<file path="src/rtl/id_pkg.sv">
// id_pkg: opcodes, FSM states, forward selects and decoded controls shared by the ID stage
package id_pkg;

   localparam logic [5:0] OP_RTYPE = 6'h00;
   localparam logic [5:0] OP_LW    = 6'h23;
   localparam logic [5:0] OP_SW    = 6'h2B;
   localparam logic [5:0] OP_BEQ   = 6'h04;

   localparam logic [1:0] FWD_RF  = 2'd0;
   localparam logic [1:0] FWD_MEM = 2'd1;
   localparam logic [1:0] FWD_EX  = 2'd2;

   typedef enum logic {RUN, SQUASH} state_t;

   typedef struct packed {
      logic load;
      logic is_rtype;
      logic mem_read;
      logic mem_write;
      logic writes;
      logic is_beq;
      logic uses_rs;
      logic uses_rt;
   } ctrl_t;

   // load marks instructions that occupy the ID/EX register; beq and unknown opcodes never do
   function automatic ctrl_t decode(input logic [5:0] op);
      ctrl_t c;
      c = '0;
      c.is_rtype  = op == OP_RTYPE;
      c.mem_read  = op == OP_LW;
      c.mem_write = op == OP_SW;
      c.is_beq    = op == OP_BEQ;
      c.load      = c.is_rtype | c.mem_read | c.mem_write;
      c.writes    = c.is_rtype | c.mem_read;
      c.uses_rs   = c.load | c.is_beq;
      c.uses_rt   = c.is_rtype | c.mem_write | c.is_beq;
      return c;
   endfunction

endpackage

</file>
<file path="src/rtl/id_hazard_unit.sv">
// id_hazard_unit: source/destination compare giving the ID stall and operand forward selects (ID_FWD_EN)
module id_hazard_unit
   import id_pkg::*;
#(
   parameter int REG_AW = 5
) (
   input  logic              check,
   input  logic              uses_rs,
   input  logic              uses_rt,
   input  logic              is_beq,
   input  logic [REG_AW-1:0] rs,
   input  logic [REG_AW-1:0] rt,
   input  logic [REG_AW-1:0] ex_rd,
   input  logic              ex_reg_write,
   input  logic              ex_mem_read,
   input  logic [REG_AW-1:0] mem_rd,
   input  logic              mem_reg_write,
   output logic              hz_stall,
   output logic [1:0]        fwd_rs,
   output logic [1:0]        fwd_rt
);

   logic ex_src, load_use, ex_hit;

   assign ex_src   = ex_rd != '0 && ((uses_rs && ex_rd == rs) || (uses_rt && ex_rd == rt));
   assign load_use = ex_mem_read && ex_src;
   assign ex_hit   = ex_reg_write && ex_src;

`ifdef ID_FWD_EN
   // a load result is not ready in EX, so only ALU results are forwarded from there
   function automatic logic [1:0] pick(input logic [REG_AW-1:0] a);
      return a == '0 ? FWD_RF :
             (ex_reg_write && !ex_mem_read && ex_rd == a) ? FWD_EX :
             (mem_reg_write && mem_rd == a) ? FWD_MEM : FWD_RF;
   endfunction

   assign hz_stall = check && (load_use || (is_beq && ex_hit));
   assign fwd_rs   = pick(rs);
   assign fwd_rt   = pick(rt);
`else
   logic mem_hit;

   assign mem_hit  = mem_reg_write && mem_rd != '0 &&
                     ((uses_rs && mem_rd == rs) || (uses_rt && mem_rd == rt));
   assign hz_stall = check && (load_use || ex_hit || mem_hit);
   assign fwd_rs   = FWD_RF;
   assign fwd_rt   = FWD_RF;
`endif

endmodule

</file>
<file path="src/rtl/id_stage_pipe.sv">
// id_stage_pipe: MIPS-subset decode stage with ID/EX register, hazard stall and beq squash (ID_FWD_EN adds forwarding)
module id_stage_pipe
   import id_pkg::*;
#(
   parameter int DATA_W = 32,
   parameter int REG_AW = 5
) (
   input  logic              clk,
   input  logic              reset,
   input  logic              if_valid,
   input  logic [31:0]       if_instr,
   output logic              if_ready,
   output logic [REG_AW-1:0] rs,
   output logic [REG_AW-1:0] rt,
   input  logic [DATA_W-1:0] rs_data,
   input  logic [DATA_W-1:0] rt_data,
   input  logic              ex_ready,
   input  logic [REG_AW-1:0] ex_rd,
   input  logic              ex_reg_write,
   input  logic              ex_mem_read,
   input  logic [DATA_W-1:0] ex_result,
   input  logic [REG_AW-1:0] mem_rd,
   input  logic              mem_reg_write,
   input  logic [DATA_W-1:0] mem_result,
   output logic              id_valid,
   output logic [5:0]        id_opcode,
   output logic [5:0]        id_funct,
   output logic [REG_AW-1:0] id_rd,
   output logic [DATA_W-1:0] id_imm,
   output logic [DATA_W-1:0] id_rs_data,
   output logic [DATA_W-1:0] id_rt_data,
   output logic              id_mem_read,
   output logic              id_mem_write,
   output logic              id_reg_write,
   output logic              br_taken,
   output logic [DATA_W-1:0] br_offset
);

   ctrl_t             c;
   state_t            state;
   logic              hz_stall, load_ok, xfer, squash_now, take, fill;
   logic [1:0]        fwd_rs, fwd_rt;
   logic [DATA_W-1:0] a, b, imm;
   logic [REG_AW-1:0] dest;

   assign c    = decode(if_instr[31:26]);
   assign rs   = if_instr[21 +: REG_AW];
   assign rt   = if_instr[16 +: REG_AW];
   assign dest = c.is_rtype ? if_instr[11 +: REG_AW] : rt;
   assign imm  = DATA_W'($signed(if_instr[15:0]));

   id_hazard_unit #(.REG_AW(REG_AW)) u_hazard (
      .check        (if_valid && state == RUN),
      .uses_rs      (c.uses_rs),
      .uses_rt      (c.uses_rt),
      .is_beq       (c.is_beq),
      .rs           (rs),
      .rt           (rt),
      .ex_rd        (ex_rd),
      .ex_reg_write (ex_reg_write),
      .ex_mem_read  (ex_mem_read),
      .mem_rd       (mem_rd),
      .mem_reg_write(mem_reg_write),
      .hz_stall     (hz_stall),
      .fwd_rs       (fwd_rs),
      .fwd_rt       (fwd_rt)
   );

   assign a = fwd_rs == FWD_EX ? ex_result : fwd_rs == FWD_MEM ? mem_result : rs_data;
   assign b = fwd_rt == FWD_EX ? ex_result : fwd_rt == FWD_MEM ? mem_result : rt_data;

   assign squash_now = state == SQUASH;
   assign load_ok    = !id_valid || ex_ready;
   assign if_ready   = !hz_stall && load_ok;
   assign xfer       = if_valid && if_ready;
   assign take       = xfer && !squash_now && c.is_beq && a == b;
   assign fill       = xfer && !squash_now && c.load;

   // squash FSM, branch pulse and ID/EX register: load on transfer, bubble when free, hold when EX is blocked
   always_ff @(posedge clk or negedge reset)
      if (!reset) begin
         state        <= RUN;
         br_taken     <= 1'b0;
         br_offset    <= '0;
         id_valid     <= 1'b0;
         id_opcode    <= '0;
         id_funct     <= '0;
         id_rd        <= '0;
         id_imm       <= '0;
         id_rs_data   <= '0;
         id_rt_data   <= '0;
         id_mem_read  <= 1'b0;
         id_mem_write <= 1'b0;
         id_reg_write <= 1'b0;
      end else begin
         br_taken  <= take;
         br_offset <= take ? imm : '0;
         if (xfer) state <= take ? SQUASH : RUN;
         if (load_ok) begin
            id_valid     <= fill;
            id_opcode    <= fill ? if_instr[31:26] : '0;
            id_funct     <= fill && c.is_rtype ? if_instr[5:0] : '0;
            id_rd        <= fill ? dest : '0;
            id_imm       <= fill && !c.is_rtype ? imm : '0;
            id_rs_data   <= fill ? a : '0;
            id_rt_data   <= fill && c.uses_rt ? b : '0;
            id_mem_read  <= fill && c.mem_read;
            id_mem_write <= fill && c.mem_write;
            id_reg_write <= fill && c.writes && dest != '0;
         end
      end

endmodule

</file>
<file path="config.mk">
export PLATFORM = sky130hd
export DESIGN_NAME = id_stage_pipe
export DESIGN_NICKNAME = d
export VERILOG_FILES = /design/src/rtl/id_pkg.sv /design/src/rtl/id_hazard_unit.sv /design/src/rtl/id_stage_pipe.sv
export SDC_FILE = /design/constraint.sdc
export NUM_CORES = 1
export LEC_CHECK = 0
export CAP_MARGIN = 25
export CORE_AREA = 4 4 128 130
export CTS_CLUSTER_DIAMETER = 30
export DETAILED_ROUTE_END_ITERATION = 10
export DIE_AREA = 0 0 132 134
export PLACE_DENSITY = 0.87
export SETUP_SLACK_MARGIN = 0.1
export SLEW_MARGIN = 20
export SYNTH_ARGS = -nofsm -noshare
export SYNTH_HDL_FRONTEND = slang
export SYNTH_SLANG_ARGS = --single-unit
</file>
<file path="constraint.sdc">
create_clock -name clk -period 3.17 [get_ports clk]
set_clock_uncertainty 0.15 [all_clocks]
set_input_delay 0.317 -clock clk [delete_from_list [all_inputs] [get_ports clk]]
set_output_delay 0.317 -clock clk [all_outputs]
set_load 0.05 [all_outputs]
</file>
# After elaboration in Yosys (flattened, before gate mapping)
# Index checks and enable logic that the tools add are counted.
[op_classes]
n_mux = 9
reduce_logical = 37
bitwise = 6
n_eq_ne = 8
[op_table]
columns = ["op", "count"]
rows = [
  ["$mux 32", 4],
  ["$eq 32x32->1", 1],
  ["$logic_and 1x1->1", 24],
  ["$eq 5x5->1", 4],
  ["$reduce_bool 5->1", 3],
  ["$eq 6x6->1 const B", 2],
  ["$mux 6", 2],
  ["$mux 5", 2],
  ["$eq 6x3->1 const B", 1],
  ["$logic_not 6->1", 1],
  ["$logic_or 1x1->1", 5],
  ["$or 1x1->1", 5],
  ["$logic_not 1->1", 4],
  ["$mux 1", 1],
  ["$not 1->1", 1],
]
[totals]
regBits = 151
input_bits = 177
output_inout_bits = 161
word_cells = 73

# Longest topological paths before layout
[depth]
depth_word = 18
mapped_depth = 8
ltp_nobuf = 6

# Hierarchy
# From an unflattened synthesis, not the netlist that was laid out.
[hier_totals]
hier_cells = 679
hier_area_um2 = 7561.0
[modules_own_cells]
columns = ["module", "cells_each", "instances", "area_each_um2"]
rows = [
  ["id_stage_pipe", 641, 1, 7259.5],
  ["id_hazard_unit", 38, 1, 301.5],
]

# Least setup slack after synthesis
# Ideal clock, no wire load.
[synth_timing]
path_type = "input to output"
from = "input ex_rd[1]"
to = "output if_ready"
t_arrival_ns = 2.314
path_slack_ns = 0.389
cell_stages = 6
cell_sequence = "or4_1 o22ai_1 or4_1 a21oi_1 or2_2 a21oi_1"
[synth_between]
elab_chain_len = 10
word_cells_on_any_way = 14
[synth_lines]
columns = ["element", "line", "source"]
rows = [
  ["start: declaration", "id_stage_pipe.sv:18", "input logic [REG_AW-1:0] ex_rd,"],
  ["$eq 5x5->1", "id_hazard_unit.sv:25", "assign ex_src = ex_rd != '0 && ((uses_rs && ex_rd == rs) || (uses_rt && ex_rd == rt));"],
  ["$logic_and 1x1->1", "id_hazard_unit.sv:25", ""],
  ["$logic_or 1x1->1", "id_hazard_unit.sv:25", ""],
  ["$logic_and 1x1->1 *", "id_hazard_unit.sv:25", ""],
  ["$logic_and 1x1->1 (on tied branches)", "id_hazard_unit.sv:26, id_hazard_unit.sv:27", ""],
  ["$logic_or 1x1->1 * (2 in a row)", "id_hazard_unit.sv:45", "assign hz_stall = check && (load_use || ex_hit || mem_hit);"],
  ["$logic_and 1x1->1 *", "id_hazard_unit.sv:45", ""],
  ["$logic_not 1->1 *", "id_stage_pipe.sv:74", "assign if_ready = !hz_stall && load_ok;"],
  ["$logic_and 1x1->1 *", "id_stage_pipe.sv:74", ""],
  ["end: declaration", "id_stage_pipe.sv:12", "output logic if_ready,"],
]
# Every way passes the cells marked *; elsewhere a longest branch is shown, timed or not.

# Final worst setup path
[layout_timing]
from = "input mem_rd[3]"
to = "output if_ready"
[layout_between]
elab_chain_len = 8
word_cells_on_any_way = 12
[layout_lines]
columns = ["element", "line", "source"]
rows = [
  ["start: declaration", "id_stage_pipe.sv:22", "input logic [REG_AW-1:0] mem_rd,"],
  ["$eq 5x5->1", "id_hazard_unit.sv:44", "((uses_rs && mem_rd == rs) || (uses_rt && mem_rd == rt));"],
  ["$logic_and 1x1->1", "id_hazard_unit.sv:44", ""],
  ["$logic_or 1x1->1", "id_hazard_unit.sv:44", ""],
  ["$logic_and 1x1->1 *", "id_hazard_unit.sv:43", "assign mem_hit = mem_reg_write && mem_rd != '0 &&"],
  ["$logic_or 1x1->1 *", "id_hazard_unit.sv:45", ""],
  ["$logic_and 1x1->1 *", "id_hazard_unit.sv:45", ""],
  ["$logic_not 1->1 *", "id_stage_pipe.sv:74", ""],
  ["$logic_and 1x1->1 *", "id_stage_pipe.sv:74", ""],
]
# Marked as above.

==> out/qor.txt <==
pin count of the biggest net entering global routing -> 69
Post-Synth XOR/XNOR Area -> 8.583%
crit path launch -> mem_rd[3]
DP Cell Count -> 834
status -> finished clean
register area share after synthesis -> 56.12%
vias per inst -> 5.240
Synth Area in Compound Gates -> 18.11%
Die Ht -> 134 µm
Die X -> 132 µm
nets@finish -> 844
I/O Pins -> 338
CTS buffer count -> 17
HP Start -> squash_now
Final setup viols -> 0
Critical path destination -> if_ready
CP Buf/Inv Count -> 3
Synth Register Bits -> 119
row count -> 45
Worst Setup Start Kind -> input pin
Reg-to-Reg Start -> squash_now
Final HPWL DP -> 13.59 mm
CTS clk-pin slew, worst paths -> 0.05 ns
cell family with most CP delay -> simple AND/OR/NAND/NOR gates
Max Cap Viol -> 0
Initial DRC Count -> 227
Synth Area in Adders -> 0%
Hold Violations, Final -> 0
Yosys cell types -> 36
Area Overhead vs Synth -> 64.70%
fin cells -> 866
vias in the first global route -> 4995
Setup Crit Path Kind -> input pin to output port
Tmin final -> 2.981 ns
layout cell share with drive strength beyond 1 -> 10.03%
H-Tree Depth -> 4
Vias -> 4538
grt met2 use -> 35.26%
WHS -> 0.3377 ns
Main synth FF type -> dfrtp_1
Port Buffers -> 273
Critical Path AT -> 2.51 ns
Tcrit/Tclk final -> 94.05%
synthesized instance count -> 418
CTS Root Buffer Type -> clkbuf_16
Slew HR -> 49.05%
Syn Area/Cell -> 12.69 µm²
FF-to-FF path depth -> 7
total gr overflow -> 0
drt wl/cell -> 21.16 µm
Worst path depth -> 9
Initial Util -> 35.04%
syn_nets -> 595
met3 usage -> 6.639%
Post-Route WL -> 18.33 mm
class of the worst hold path -> register to register
main combinational cell family by area after synthesis -> compound AO/OA/AOI/OAI gates
worst-path cell chain -> clkdlybuf4s50_1 -> or4_1 -> o21ai_2 -> or4_4 -> a21oi_1 -> buf_4 -> or2_2 -> a21oi_1 -> buf_4
largest cells by area after synthesis -> dfrtp_1 (56%), a22o_1 (13%), buf_4 (5.9%), xnor2_1 (4.5%), xor2_1 (4.1%)
final setup TNS -> 0 ns
Slew Viols, Final -> 0
mapped cell area -> 5306 µm²
CTS tree -> built
routing usage on met1 -> 25.22%
diode count -> 0
pre-CTS setup slack -> 0.04115 ns
top-count cell post-synth -> dfrtp_1
Async SR Flop Fraction -> 100.0%
Yosys top cell by area -> dfrtp_1
final setup margin -> 0.1886 ns
Max clock buf depth -> 2
clock sink total -> 119
initial antenna violation count -> 1
mux cell area share after synthesis -> 1.061%
fillers -> 1206
reg2reg end -> br_offset[2]
synth warn -> 0
leakage -> 3.742 nW
GRT Total Usage -> 20.83%
Routed Antenna Nets -> 0
die area -> 17690 µm²
Data required, critical path -> 2.70 ns
drt pass-1 iters -> 4
Placer Congestion -> 0.8648
slowest CP cell -> or4_1
first-pass GRT wire length -> 29.07 mm
flop-to-flop setup slack -> 0.90 ns
Post-synth EDFFs -> 0
Slew @ Worst Pin -> 0.7642 ns
Yosys top cell area share -> 56.12%
IR Drop Worst-Case VDD -> 0.0003574 V
RSZ-0062 raised after global routing -> no
CP peak stage delay -> 0.54 ns
Synth Area in Simple Gates -> 8.017%
GRT Max-Usage Layer -> met2
Clk Latency, worst-skew pair -> 0.41 ns
CP Max Fanout -> 5
fmax -> 0.3354 GHz
# DRC -> 0
top cells by count, synth -> dfrtp_1 (119), a22o_1 (81), buf_4 (42), xnor2_1 (27), xor2_1 (25)
final core area utilization -> 57.70%
critical path endpoint category -> output port
pwr/cell area -> 462.3 nW/µm²
core box area -> 15150 µm²
## cells in the final DEF (no fill, tap or decap), types with 2 or more instances in the layout
cell,instances
clkdlybuf4s50_1,271
dfrtp_1,119
bufinv_16,4
nor2_1,4
xor2_1,25
clkinv_2,4
a21oi_1,2
buf_4,18
o21ai_0,3
clkbuf_16,17
or4_4,2
nor3_1,2
mux2_2,5
nand4_1,5
xnor2_1,27
nand2b_1,2
nand3_1,5
clkbuf_8,4
or4_1,7
nand2_1,6
and2_1,18
a32o_1,16
a22o_1,81
buf_12,5
nor4_1,7
## how the worst min path moves through the flow
stage,endpoint,slack [ns],cells after the start
floorplan,br_offset[0],-0.13,0
global placement,id_rs_data[9],0.26,1
detailed placement,id_rs_data[9],0.27,1
CTS,br_offset[7],0.33,2
global route,br_offset[7],0.33,2
finish,squash_now,0.34,1
## worst reg2reg max path: cells and delay by family (launching register included)
kind                   cells  cell delay [ns]
buffers and inverters      1             0.27
flip-flops                 1             0.37
AND/OR/NAND/NOR            6             1.41
## routing by layer
layer / vias to the layer above / wire [µm]
li1: 2009 / -
met1: 2300 / 7445
met2: 198 / 9360
met3: 29 / 1105
met4: 2 / 402
met5: - / 13
## where the power goes
group	leakage [nW]	switching [mW]	internal, mW
sequential	1.66	0.00574	1.53
clock	0.311	0.670	1.38
combinational	1.77	0.234	0.218
## final cells by class
| cell class | instances | area (µm²) | area share (%) |
|---|---|---|---|
| Sequential cell | 119 | 2978 | 34.07 |
| Clock inverter | 9 | 147.6 | 1.689 |
| Multi-Input combinational cell | 233 | 1937 | 22.16 |
| Clock buffer | 21 | 480.5 | 5.497 |
| Inverter | 1 | 3.754 | 0.04295 |
| Tap cell | 188 | 235.2 | 2.691 |
| Timing Repair Buffer | 295 | 2958 | 33.84 |
## kinds of logic (layout without fill, tap and decap cells)
family                 count (synthesis)  count (layout)
AO/OA/AOI/OAI                        109             109
XOR/XNOR                              52              52
buffers and inverters                 66             326
flip-flops                           119             119
multiplexers                           5               5
AND/OR/NAND/NOR                       67              67
## flip-flops by register name (all words and copies together), names as in the netlist
signal	flops
id_valid	1
id_rs_data	32
id_opcode	6
br_offset	16
id_reg_write	1
id_mem_read	1
squash_now	1
br_taken	1
id_rt_data	32
id_mem_write	1
id_rd	5
id_funct	6
id_imm	16
## through the flow
stage	cell area (µm²)	total power, mW
floorplan	5306	1.725
global placement	8080	2.001
detailed placement	8080	2.010
CTS	8718	4.079
global route	8740	4.177
finish	8740	4.041
## what timing repair did
action | in CTS | in global routing
endpoints found under the hold margin | 53 | 0
setup buffers | 0 | 1
resized for setup | 0 | 3
hold buffers | 1 | 0
setup endpoints to repair | 0 | 1
Note: power is estimated with default switching activity, not from simulation.
